**config.mk**
```make
export PLATFORM = sky130hd
export DESIGN_NAME = sap_ram
export DESIGN_NICKNAME = d
export VERILOG_FILES = /design/src/rtl/sap1_pkg.sv /design/src/rtl/sap_ram_wr_pulse.sv /design/src/rtl/sap_ram.sv
export SDC_FILE = /design/constraint.sdc
export NUM_CORES = 1
export LEC_CHECK = 0
export BUFFER_PORTS_ARGS = -buffer_cell sky130_fd_sc_hd__buf_2
export CORE_MARGIN = 2
export CORE_UTILIZATION = 47
export CTS_CLUSTER_SIZE = 30
export DETAILED_ROUTE_END_ITERATION = 6
export GPL_TIMING_DRIVEN = 0
export PLACE_DENSITY_LB_ADDON = 0.25
export SLEW_MARGIN = 10
export SYNTH_ARGS = -nofsm -noshare
export SYNTH_HDL_FRONTEND = slang
export SYNTH_SLANG_ARGS = --single-unit
```
**constraint.sdc**
```tcl
create_clock -name CLK -period 4.7 [get_ports CLK]
set_clock_uncertainty 0.15 [all_clocks]
set_input_delay 0.235 -clock CLK [delete_from_list [all_inputs] [get_ports CLK]]
set_output_delay 0.235 -clock CLK [all_outputs]
set_load 0.005 [all_outputs]
```
**src/rtl/sap1_pkg.sv**
```systemverilog
// Shared SAP-1 constants: bus widths, opcodes and the demo program image
// that sap_ram loads on reset when SAP1_RAM_PRELOAD_EN is defined.
package sap1_pkg;

    localparam int SAP1_ADDR_W = 4;
    localparam int SAP1_DATA_W = 8;

    localparam logic [3:0] OP_LDA = 4'h0;
    localparam logic [3:0] OP_ADD = 4'h1;
    localparam logic [3:0] OP_SUB = 4'h2;
    localparam logic [3:0] OP_OUT = 4'hE;
    localparam logic [3:0] OP_HLT = 4'hF;

    // LDA 9, ADD A, ADD B, SUB C, OUT, HLT, then operands at 9..C
    localparam logic [7:0] SAP1_PRELOAD [16] = '{
        {OP_LDA, 4'h9}, {OP_ADD, 4'hA}, {OP_ADD, 4'hB}, {OP_SUB, 4'hC},
        {OP_OUT, 4'h0}, {OP_HLT, 4'h0}, 8'h00,          8'h00,
        8'h00,          8'h10,          8'h14,          8'h18,
        8'h04,          8'h00,          8'h00,          8'h00
    };

    function automatic logic [7:0] preload_word(input int idx);
        if (idx < 16)
            return SAP1_PRELOAD[idx[3:0]];
        else
            return 8'h00;
    endfunction

endpackage

```
**src/rtl/sap_ram_wr_pulse.sv**
```systemverilog
// wr_pulse: synchronizes an asynchronous manual switch and emits a one-cycle
// rising-edge pulse. Flops reset high so a switch held through reset is ignored.
module wr_pulse (
    input  logic CLK,
    input  logic CLR,
    input  logic WR,
    output logic wr_edge
);

    logic s1;
    logic s2;
    logic s3;

    always_ff @(posedge CLK or posedge CLR) begin
        if (CLR) begin
            s1 <= 1'b1;
            s2 <= 1'b1;
            s3 <= 1'b1;
        end else begin
            s1 <= WR;
            s2 <= s1;
            s3 <= s2;
        end
    end

    assign wr_edge = s2 & ~s3;

endmodule

```
**src/rtl/sap_ram.sv**
```systemverilog
// sap_ram: SAP-1 16x8 program/data memory with debounced manual write and
// combinational read. Define SAP1_RAM_PRELOAD_EN to load the demo program on CLR.
module sap_ram
    import sap1_pkg::*;
#(
    parameter int ADDR_W = SAP1_ADDR_W,
    parameter int DATA_W = SAP1_DATA_W
) (
    input  logic              CLK,
    input  logic              CLR,
    input  logic [ADDR_W-1:0] ADDR,
    input  logic [DATA_W-1:0] D,
    input  logic              PROG,
    input  logic              WR,
    input  logic              CE,
    output logic [DATA_W-1:0] W_OUT,
    output logic              W_OE,
    output logic              WR_ACK
);

    localparam int DEPTH = 2 ** ADDR_W;

    logic [DATA_W-1:0] mem [DEPTH];
    logic              wr_edge;
    logic              do_write;

    wr_pulse u_wr_pulse (
        .CLK     (CLK),
        .CLR     (CLR),
        .WR      (WR),
        .wr_edge (wr_edge)
    );

    // An edge seen outside program mode is simply dropped, never deferred
    assign do_write = wr_edge & PROG;

    always_ff @(posedge CLK or posedge CLR) begin
        if (CLR) begin
            for (int i = 0; i < DEPTH; i++) begin
`ifdef SAP1_RAM_PRELOAD_EN
                mem[i[ADDR_W-1:0]] <= DATA_W'(preload_word(i));
`else
                mem[i[ADDR_W-1:0]] <= '0;
`endif
            end
            WR_ACK <= 1'b0;
        end else begin
            WR_ACK <= do_write;
            if (do_write)
                mem[ADDR] <= D;
        end
    end

    assign W_OUT = mem[ADDR];
    assign W_OE  = CE & ~PROG;

endmodule

```
# Word-level counts from Yosys, hierarchy flattened
# Index checks and enable logic that the tools add are counted.
[word_totals] ff_bits=132 elab_cells=35
[classes] muxes=6 n_reduce_logical=1 bitwise=6 order_cmp=2
[ops] operator="$bwmux 128" n=1
[ops] operator="$bmux 8 s4" n=1
[ops] operator="$demux 8 s4" n=1
[ops] operator="$mux 8" n=3
[ops] operator="$ge 5x5->1 const B" n=1
[ops] operator="$lt 5x1->1 const B" n=1
[ops] operator="$not 4->5" n=1
[ops] operator="$and 1x1->1" n=3
[ops] operator="$not 1->1" n=2
[ops] operator="$logic_and 1x1->1" n=1

# Logic depth before layout (Yosys ltp)
# Gate-level depths: netlist of the first run.
[logic_depth] depth_word=6 depth_mapped=5 ltp_nobuf=3

# By module
# From an unflattened synthesis of the first run, not the netlist that was laid out.
[hier_totals] cells_unflattened=374 hier_area_um2=5958.2
[by_module_without_submodules] module="sap_ram" seq_area_each_um2=3228.1 area_each_um2=5861.9 instances=1 cells_each=369
[by_module_without_submodules] module="wr_pulse" seq_area_each_um2=78.8 area_each_um2=96.3 instances=1 cells_each=5

# Worst setup path after synthesis of the first run
# OpenSTA, ideal clock, no wires.
[synth_path] kind="register to register" start="register u_wr_pulse.s2" end="register mem[120] (netlist name)" slack_ps=2878 required_ps=4425 setup_time_ps=125 path_buffers=1 t_arrival_ps=1547 stages_incl_launch_ff=5 path_cell_list="dfstp_2 nand4bb_1 buf_2 nor4_4 mux2_2"
[synth_via] elab_chain_len=2
[synth_rtl] item="start: declaration" line_no="sap_ram_wr_pulse.sv:11" source="logic s2;"
[synth_rtl] item="start signal: assignment" line_no="sap_ram_wr_pulse.sv:17" source="s2 <= 1'b1;"
[synth_rtl] item="start signal: assignment" line_no="sap_ram_wr_pulse.sv:21" source="s2 <= s1;"
[synth_rtl] item="$and 1x1->1" line_no="sap_ram_wr_pulse.sv:26" source="assign wr_edge = s2 & ~s3;"
[synth_rtl] item="$and 1x1->1" line_no="sap_ram.sv:35" source="assign do_write = wr_edge & PROG;"
[synth_rtl] item="end signal: indexed assignment" line_no="sap_ram.sv:43" source="mem[i[ADDR_W-1:0]] <= '0;"
[synth_rtl] item="end signal: indexed assignment" line_no="sap_ram.sv:50" source="mem[ADDR] <= D;"
[synth_rtl] item="end: declaration" line_no="sap_ram.sv:23" source="logic [DATA_W-1:0] mem [DEPTH];"
# Every way passes these cells.
# A chain may end at the register's enable or synchronous reset.

# Worst setup path in the final report of the first run
[layout_path] start="input ADDR[0]" end="output W_OUT[6]"
[layout_via] elab_chain_len=4
[layout_rtl] item="start: declaration" line_no="sap_ram.sv:11" source="input logic [ADDR_W-1:0] ADDR,"
[layout_rtl] item="$not 4->5 (implied by the code)" line_no="sap_ram.sv:54" source="assign W_OUT = mem[ADDR];"
[layout_rtl] item="$bmux 8 s4" line_no="sap_ram.sv:54"
[layout_rtl] item="$mux 8 (implied by the code) (2 in series)" line_no="sap_ram.sv:54"
[layout_rtl] item="end: declaration" line_no="sap_ram.sv:16" source="output logic [DATA_W-1:0] W_OUT,"
# Every way passes these cells. The select of a mux whose other input is x is not followed.

==> run metrics, run 1 <==
per-cell routed wire length=about 21 µm; Final Worst Setup Slack=2447 ps; area delta synth->final=16.59%; Max Fclk=around 0.44 GHz; total power=just over 0.003 W; leading cell type in the layout, fill and taps excluded=dfrtp_1; type of the worst setup path=primary input to output pin; Clock Latency Late Sink=410 ps; final setup violation count=0; DP HPWL=between 8 and 9 mm; Setup Buffers After CTS=0; Net count, final=435; Avg Inst Size Synth=16.36 µm²; drt initial violations=253; DRT Pass-1 Iters=4; die width=117.7 µm; Initial Util=48.11%; most frequent cells in the layout=dfrtp_1, mux2_2, buf_2; pin count of the biggest net entering global routing=97; vias in the first global route=3695; CTS tree=yes; Pins Over Slew Limit=0; Seq pwr share=44.4%; post-place setup slack=2460 ps; NetSw=0.0006848 W; unrepaired setup endpoints after global routing=no; layout cell share with drive strength beyond 1=slightly below 60%; clock share of power=44.0%; Cell Area, Synth=between 6000 and 7000 µm²; IO Port Bufs=23; Core ar.=12620 µm²; Rows=41; Worst slew margin=38.70%; TritonCTS buffer count=17; via count=3397; global placement routability congestion=0.7467; H-tree depth=4; Antenna Cells=0; syn nets=388; Worst VDD drop=0.3944 mV; number of I/O pins=27; DIE AREA=13840 µm²; Comb pwr share=11.6%; Via density=between 5 and 6; max-cap violations=0; Setup crit end kind=output pin; synthesized instance count=371; Final period util=a little under half; Hold WC Path Type=primary input to flip-flop; CTS Sinks=132; clock slew at reported path FFs=about 60 ps; CP max FO=10; Yosys reg bits=132; sequential share of the synthesized area=54.47%; DRT antenna net count=0; initial antenna violation count=0; multi-input logic area=between 2000 and 3000 µm²; status=finished, final reports clean; Final Hold Viols=0; global-route wire length before repair=between 20 and 25 mm; grt ovf=0; Total Routing Usage GR=19.88%; final WL=between 10 and 15 mm; CTS Root Cell=clkbuf_16; CP Data Required Time=roughly 4300 ps; post-layout min period=about 2300 ps; worst-margin pin slew=914.5 ps; Filler Cells Inserted=1034; Sequential cell area=3307 µm²; Yosys Warn Count=0; Worst Setup Start Kind=primary input; switch share=22.47%; post-synthesis cell type count=26; Leak Pwr=3.284 nW; Int Pwr=0.002363 W; DRC viols=0; power per cell area=430.6 nW/µm²; Worst Path Arrival=1870 ps; Clock Tree Buf Depth=2; die height=117.7 µm
[kinds of logic (layout without fill, tap and decap cells)]
logic type             after synthesis  count (layout)  synth area share, %
muxes                              160             160                35.61
buffers and inverters               26              86                2.143
and+or+nand+nor                     37              37                5.791
AOI/OAI and AO/OA                   16              16                1.979
DFF                                132             132                54.47
[power groups by stage]
stage / combinational, W / clock, W / sequential [W]
after floorplan: 0.000275 / 0 / 0.00135
after global placement: 0.000340 / 0 / 0.00136
after detailed placement: 0.000356 / 0 / 0.00137
after global routing: 0.000387 / 0.00141 / 0.00137
after CTS: 0.000360 / 0.00136 / 0.00135
final: 0.000354 / 0.00134 / 0.00135
[cells in the mapped netlist, drive strengths merged]
| cell | number | area [µm²] |
|---|---|---|
| a22oi | 16 | 120.1 |
| and2 | 1 | 6.260 |
| and3b | 1 | 8.760 |
| and4b | 1 | 10.01 |
| and4bb | 1 | 12.51 |
| buf | 14 | 83.83 |
| clkbuf | 11 | 42.54 |
| dfrtp | 129 | 3228 |
| dfstp | 3 | 78.83 |
| inv | 1 | 3.750 |
| mux2 | 128 | 1441 |
| mux4 | 32 | 720.7 |
| nand2 | 9 | 33.78 |
| nand2b | 2 | 12.51 |
| nand3 | 8 | 80.08 |
| nand4b | 1 | 23.77 |
| nand4bb | 1 | 11.26 |
| nor2 | 1 | 6.260 |
| nor2b | 3 | 18.77 |
| nor3 | 6 | 85.08 |
| nor4 | 2 | 42.54 |
[what timing repair did]
| item | CTS | global route |
|---|---|---|
| hold buffers | 4 | 0 |
| endpoints found under the setup margin | 0 | 0 |
| resized for setup | 0 | 0 |
| hold endpoints to repair | 41 | 0 |
[layer usage]
metal | up-vias | track usage (%) | routed length, µm
li1 | 1498 | - | -
met1 | 1827 | 26.10 | 5876
met2 | 57 | 32.89 | 6520
met3 | 15 | 5.329 | 412
met4 | 0 | 5.346 | 133
met5 | - | 0 | 0
[path summary, 6_finish.rpt]
check                                          end  cells past startpoint  slack [ps]                     from
min                            mem[20]$_DFFE_PP0P_                      2          20                     D[4]
min in group asynchronous       mem[1]$_DFFE_PP0P_                      3         210                      CLR
min reg2reg                u_wr_pulse.s2$_DFF_PP1_                      0         210  u_wr_pulse.s1$_DFF_PP1_
max                                       W_OUT[6]                      6        2450                  ADDR[0]
max in group asynchronous  u_wr_pulse.s1$_DFF_PP1_                      4        3380                      CLR
max reg2reg                    mem[16]$_DFFE_PP0P_                      3        2490  u_wr_pulse.s2$_DFF_PP1_
[registers in the layout, indices dropped and copies added (netlist names)]
signal         count
mem              128
WR_ACK             1
u_wr_pulse.s1      1
u_wr_pulse.s2      1
u_wr_pulse.s3      1
[per-stage QoR]
step | utilization, % | instance area, µm² | setup TNS [ps] | hold slack (ps) | std cells
6_report | 56.09 | 7078 | 0 | 21.51 | 603
5_1_grt | 56.09 | 7078 | 0 | 19.68 | 603
4_1_cts | 56.09 | 7078 | 0 | 2.036 | 603
3_5_place_dp | 50.98 | 6434 | 0 | 103.5 | 567
3_3_place_gp | 50.72 | 6401 | -57380 | 192.2 | 566
2_1_floorplan | - | 6071 | 0 | 89.48 | 371
[worst max-delay path, cell delays in order]
cell	delay (ps)
buf_6	120
buf_2	440
mux4_2	580
a22oi_1	230
nand2_1	110
buf_2	140
[final cells by class]
cell class / count / area share (%)
inverter: 1 / 0.1237
buffer: 25 / 1.785
timing repair buffer: 28 / 2.581
tap: 172 / 3.040
clock buffer: 23 / 6.753
multi-input combinational: 213 / 37.21
sequential: 132 / 46.72
clock inverter: 9 / 1.785
Power figures use the tool's default switching activity.
==> inputs of run 2 (changes only) <==
==> constraint.sdc (replaced) <==
create_clock -name CLK -period 2.06 [get_ports CLK]
set_clock_uncertainty 0.15 [all_clocks]
set_input_delay 0.103 -clock CLK [delete_from_list [all_inputs] [get_ports CLK]]
set_output_delay 0.103 -clock CLK [all_outputs]
set_load 0.005 [all_outputs]
==> run metrics, run 2 (synthesis results as in run 1) <==
DRC viols=0; most frequent cells in the layout=dfrtp_1, mux2_2, buf_2, mux4_2, clkbuf_16; layout cell share with drive strength beyond 1=59.10%; DP HPWL=roughly 8.8 mm; per-cell routed wire length=21.26 µm; IO Port Bufs=23; DRT antenna net count=0; Final Worst Setup Slack=-1.851 ps; via count=about 3500; type of the worst setup path=flip-flop to flip-flop; worst-margin pin slew=~730 ps; Rows=about 40; initial antenna violation count=0; Final period util=100.1%; Largest Register=mem; Worst VDD drop=slightly above 0.6 mV; TritonCTS buffer count=17; global-route wire length before repair=about 21 mm; Antenna Cells=0; clock slew at reported path FFs=50 ps; final setup violation count=1; Worst Setup Start Kind=flip-flop; leading cell type in the layout, fill and taps excluded=dfrtp_1; Net count, final=449; vias in the first global route=3831; Inst Count DP=~570; grt ovf=0; max-cap violations=0; Clock Tree Buf Depth=2; Worst Path Arrival=2210 ps; number of I/O pins=27; CTS Sinks=132; Final Hold Viols=0; final WL=13.12 mm; Leak Pwr=3.379 nW; Layout Cells excl Fill=roughly 620; drt initial violations=174; Via density=5.690; DIE AREA=between 10000 and 15000 µm²; Initial Util=approximately half; Worst slew margin=51.25%; power per cell area=around 950 nW/µm²; CP max FO=8; global placement routability congestion=around 0.75; Pins Over Slew Limit=0; Fin Setup TNS=-1.851 ps; Total Routing Usage GR=20.30%; Hold WC Path Type=primary input to flip-flop; Clock Latency Late Sink=420 ps; CTS tree=yes; CP Data Required Time=2210 ps; Max Fclk=around 0.49 GHz; die width=about 120 µm; status=finished with violations; CTS Root Cell=clkbuf_16; unrepaired setup endpoints after global routing=yes; Setup crit end kind=flip-flop; die height=about 120 µm; Core ar.=approximately 13000 µm²; failing checks=negative setup slack; H-tree depth=4; DRT Pass-1 Iters=4; area delta synth->final=20.65%; Largest register FFs=128; post-layout min period=between 2000 and 2500 ps; pin count of the biggest net entering global routing=38
[run 2: cell count changes in the layout (fill, tap and decap cells not counted), sizes merged]
cell and change:
inv -1, buf +6, clkinvlp +1, dlygate4sd3 +7
clkbuf +1
[run 2: repair_timing]
item / 4_1_cts / 5_1_grt
setup buffers: 1 / 4
pin swaps: 2 / 6
hold buffers: 11 / 0
endpoints found under the hold margin: 80 / 0
gates resized for setup: 2 / 7
endpoints found under the setup margin: 37 / 119
[run 2: critical path, stage by stage (launching register included)]
cell and delay (ps):
dfstp_2 590, and4bb_2 240, clkbuf_1 260, nand3_2 310, mux2_2 380
[run 2: per-stage QoR]
step / power, W / setup WS (ps) / instance area, µm² / utilization (%) / hold WS (ps)
6_report: 0.006989 / -1.851 / 7325 / 58.04 / 128.9
4_1_cts: 0.007035 / -21.34 / 7212 / 57.15 / 34.20
5_1_grt: 0.007271 / -90.45 / 7325 / 58.04 / 126.9
2_1_floorplan: 0.003698 / 172.3 / 6075 / - / -42.52
3_5_place_dp: 0.003954 / -154.1 / 6465 / 51.23 / 61.93
3_3_place_gp: 0.003884 / -564.2 / 6405 / 50.75 / 60.66
[run 2: final timing paths]
check                                         from                      end  slack, ps  cells after the start
min in group asynchronous                      CLR      mem[27]$_DFFE_PP0P_        200                      3
min                                        ADDR[1]     mem[114]$_DFFE_PP0P_        130                      4
max reg2reg                u_wr_pulse.s2$_DFF_PP1_     mem[110]$_DFFE_PP0P_         -2                      4
min reg2reg                u_wr_pulse.s1$_DFF_PP1_  u_wr_pulse.s2$_DFF_PP1_        210                      0
max in group asynchronous                      CLR  u_wr_pulse.s2$_DFF_PP1_        600                      5
max                        u_wr_pulse.s2$_DFF_PP1_     mem[110]$_DFFE_PP0P_         -2                      4
[run 2: area by class of cell]
| cell class | count | area, µm² |
|---|---|---|
| Fill cell | 1022 | 5295 |
| Sequential cell | 132 | 3307 |
| Multi-Input combinational cell | 213 | 2676 |
| Clock buffer | 23 | 478.0 |
| Timing Repair Buffer | 42 | 385.4 |
| Tap cell | 172 | 215.2 |
| Buffer | 25 | 128.9 |
| Clock inverter | 9 | 126.4 |
| Inverter | 1 | 7.507 |
[run 2: power by group]
| group | switching [W] | total [W] | internal [W] |
|---|---|---|---|
| Clock | 0.00107 | 0.00306 | 0.00199 |
| Combinational | 0.000351 | 0.000844 | 0.000494 |
| Sequential | 0.000160 | 0.00309 | 0.00293 |
[run 2: metal layers]
metal  GRT usage (%)  routed length, µm  share of wire (%)
met2           33.83               6603                 50
met5               0                  0                  0
met4           7.605                302                2.3
met3           5.475                438                3.3
met1           25.47               5771                 44
==> inputs of run 3 (changes only) <==
==> constraint.sdc (replaced) <==
create_clock -name CLK -period 2.06 [get_ports CLK]
set_clock_uncertainty 0.15 [all_clocks]
set_input_delay 0.206 -clock CLK [delete_from_list [all_inputs] [get_ports CLK]]
set_output_delay 0.206 -clock CLK [all_outputs]
set_load 0.005 [all_outputs]
==> run metrics, run 3 (synthesis results as in run 1) <==
number of I/O pins=27; Via density=5.611; DP HPWL=roughly 8.8 mm; Largest register FFs=128; unrepaired setup endpoints after global routing=yes; Worst VDD drop=0.6190 mV; type of the worst setup path=flip-flop to output pin; CTS tree=yes; Filler Cells Inserted=1007; H-tree depth=4; Final period util=101.9%; Fin Hold WS=206.7 ps; WL met1=5.787 mm; per-cell routed wire length=21.14 µm; worst reg-to-reg path cell count=4; Leak Pwr=approximately 3.4 nW; top sig layer=met4; CP Data Required Time=between 1500 and 2000 ps; max-cap violations=0; FF-to-FF setup slack=-20 ps; initial antenna violation count=0; failing checks=negative setup slack; Worst Hold Path Cells=0; Sequential cell area=3307 µm²; Initial Util=48.11%; R2R Path Start=u_wr_pulse.s2$_DFF_PP1_; met3 wire len=453 µm; die width=117.7 µm; most frequent cells in the layout=dfrtp_1, mux2_2, mux4_2; Inst Count DP=roughly 570; Fin Setup TNS=-107.7 ps; CP max FO=2; Worst Setup Start Kind=flip-flop; routed wl met2=between 6 and 7 mm; final setup violation count=14; Total Routing Usage GR=roughly a fifth; DRC viols=0; Antenna Cells=0; DRT Pass-1 Iters=4; CP cell instances=mux4_2, a22oi_2, nand2_1, buf_2; CTS Sinks=132; Hold WC Path Type=flip-flop to flip-flop; post-layout min period=2099 ps; Core ar.=approximately 13000 µm²; Clock Tree Buf Depth=2; critical path's largest stage delay=480 ps; Setup crit end kind=output pin; multi-input logic area=around 2700 µm²; Worst slew margin=50.80%; status=finished with violations; Net count, final=451; DRT antenna net count=0; Largest Register=mem; delay-heaviest family, CP=multiplexers; pin count of the biggest net entering global routing=38; DIE AREA=13840 µm²; Rows=41; final WL=about 13 mm; die height=117.7 µm; IO Port Bufs=23; worst-margin pin slew=between 700 and 800 ps; power per cell area=950.1 nW/µm²; TritonCTS buffer count=17; Worst R2R End=mem[110]$_DFFE_PP0P_; Final Worst Setup Slack=-38.62 ps; Worst Path Arrival=between 1500 and 2000 ps; Critical Path Stages=4; leading cell type in the layout, fill and taps excluded=dfrtp_1; CP Launch Point=mem[99]$_DFFE_PP0P_; Clock Latency Late Sink=roughly 420 ps; CTS Root Cell=clkbuf_16; via count=3473; Final Hold Viols=0; slowest CP cell=mux4_2; vias in the first global route=3831; grt ovf=0; crit path to=W_OUT[3]; layout cell share with drive strength beyond 1=60.63%; global placement routability congestion=0.7542; drt initial violations=189; clock slew at reported path FFs=50 ps; area delta synth->final=21.56%; WP buf/inv=1; Max Fclk=0.4765 GHz; Layout Cells excl Fill=619; Pins Over Slew Limit=0; global-route wire length before repair=~21 mm
==> run 3: changes by cell type in the layout (fill, tap and decap cells not counted) <==
cell,previous run,this run
a22oi_2,6,12
buf_4,3,10
buf_2,32,28
a22oi_1,10,4
clkbuf_4,1,0
==> run 3: timing repair <==
action	4_1_cts	5_1_grt
endpoints found under the hold margin	72	0
resized for setup	18	1
setup endpoints to repair	45	120
hold buffers	11	0
setup buffers	3	4
pin swaps	14	17
==> run 3: where the power goes <==
part / internal (W) / switching (W) / total (W) / leakage, nW
sequential: 0.00293 / 0.000159 / 0.00309 / 1.75
combinational: 0.000507 / 0.000361 / 0.000868 / 1.35
clock: 0.00199 / 0.00107 / 0.00306 / 0.297
total: 0.00543 / 0.00159 / 0.00701 / 3.39
==> run 3: worst min path at each step <==
| stage | from | end | slack, ps |
|---|---|---|---|
| 2_1_floorplan | WR | u_wr_pulse.s1$_DFF_PP1_ | 60 |
| 3_3_place_gp | WR | u_wr_pulse.s1$_DFF_PP1_ | 160 |
| 3_5_place_dp | WR | u_wr_pulse.s1$_DFF_PP1_ | 160 |
| 4_1_cts | ADDR[1] | mem[115]$_DFFE_PP0P_ | 140 |
| 5_1_grt | u_wr_pulse.s1$_DFF_PP1_ | u_wr_pulse.s2$_DFF_PP1_ | 220 |
| 6_report | u_wr_pulse.s1$_DFF_PP1_ | u_wr_pulse.s2$_DFF_PP1_ | 210 |
==> run 3: layer usage <==
layer | vias up | GRT usage, %
met2 | 63 | 34.12
li1 | 1535 | -
met5 | - | 0
met3 | 16 | 5.426
met1 | 1859 | 25.29
met4 | 0 | 7.154
==> run 3: worst register-to-register path: stages, from the launching register on <==
cell and delay (ps):
dfstp_2 590, and4bb_2 250, clkbuf_1 260, nand3_2 320, mux2_2 390
==> run 3: through the flow <==
stage	worst slack (ps)	power (W)	util, %	cell area [µm²]
floorplan	69.25	0.003698	-	6075
global placement	-667.2	0.003884	50.75	6405
detailed placement	-154.1	0.003954	51.23	6465
CTS	-21.34	0.007069	57.80	7295
global route	-93.46	0.007292	58.48	7380
finish	-38.62	0.007011	58.48	7380
==> run 3: cell type report <==
type / instances / share of cell area (%)
multi-input combinational: 213 / 36.67
clock inverter: 9 / 1.712
buffer: 25 / 1.882
tap: 172 / 2.916
clock buffer: 23 / 6.477
timing repair buffer: 44 / 5.426
sequential: 132 / 44.81
inverter: 1 / 0.1017
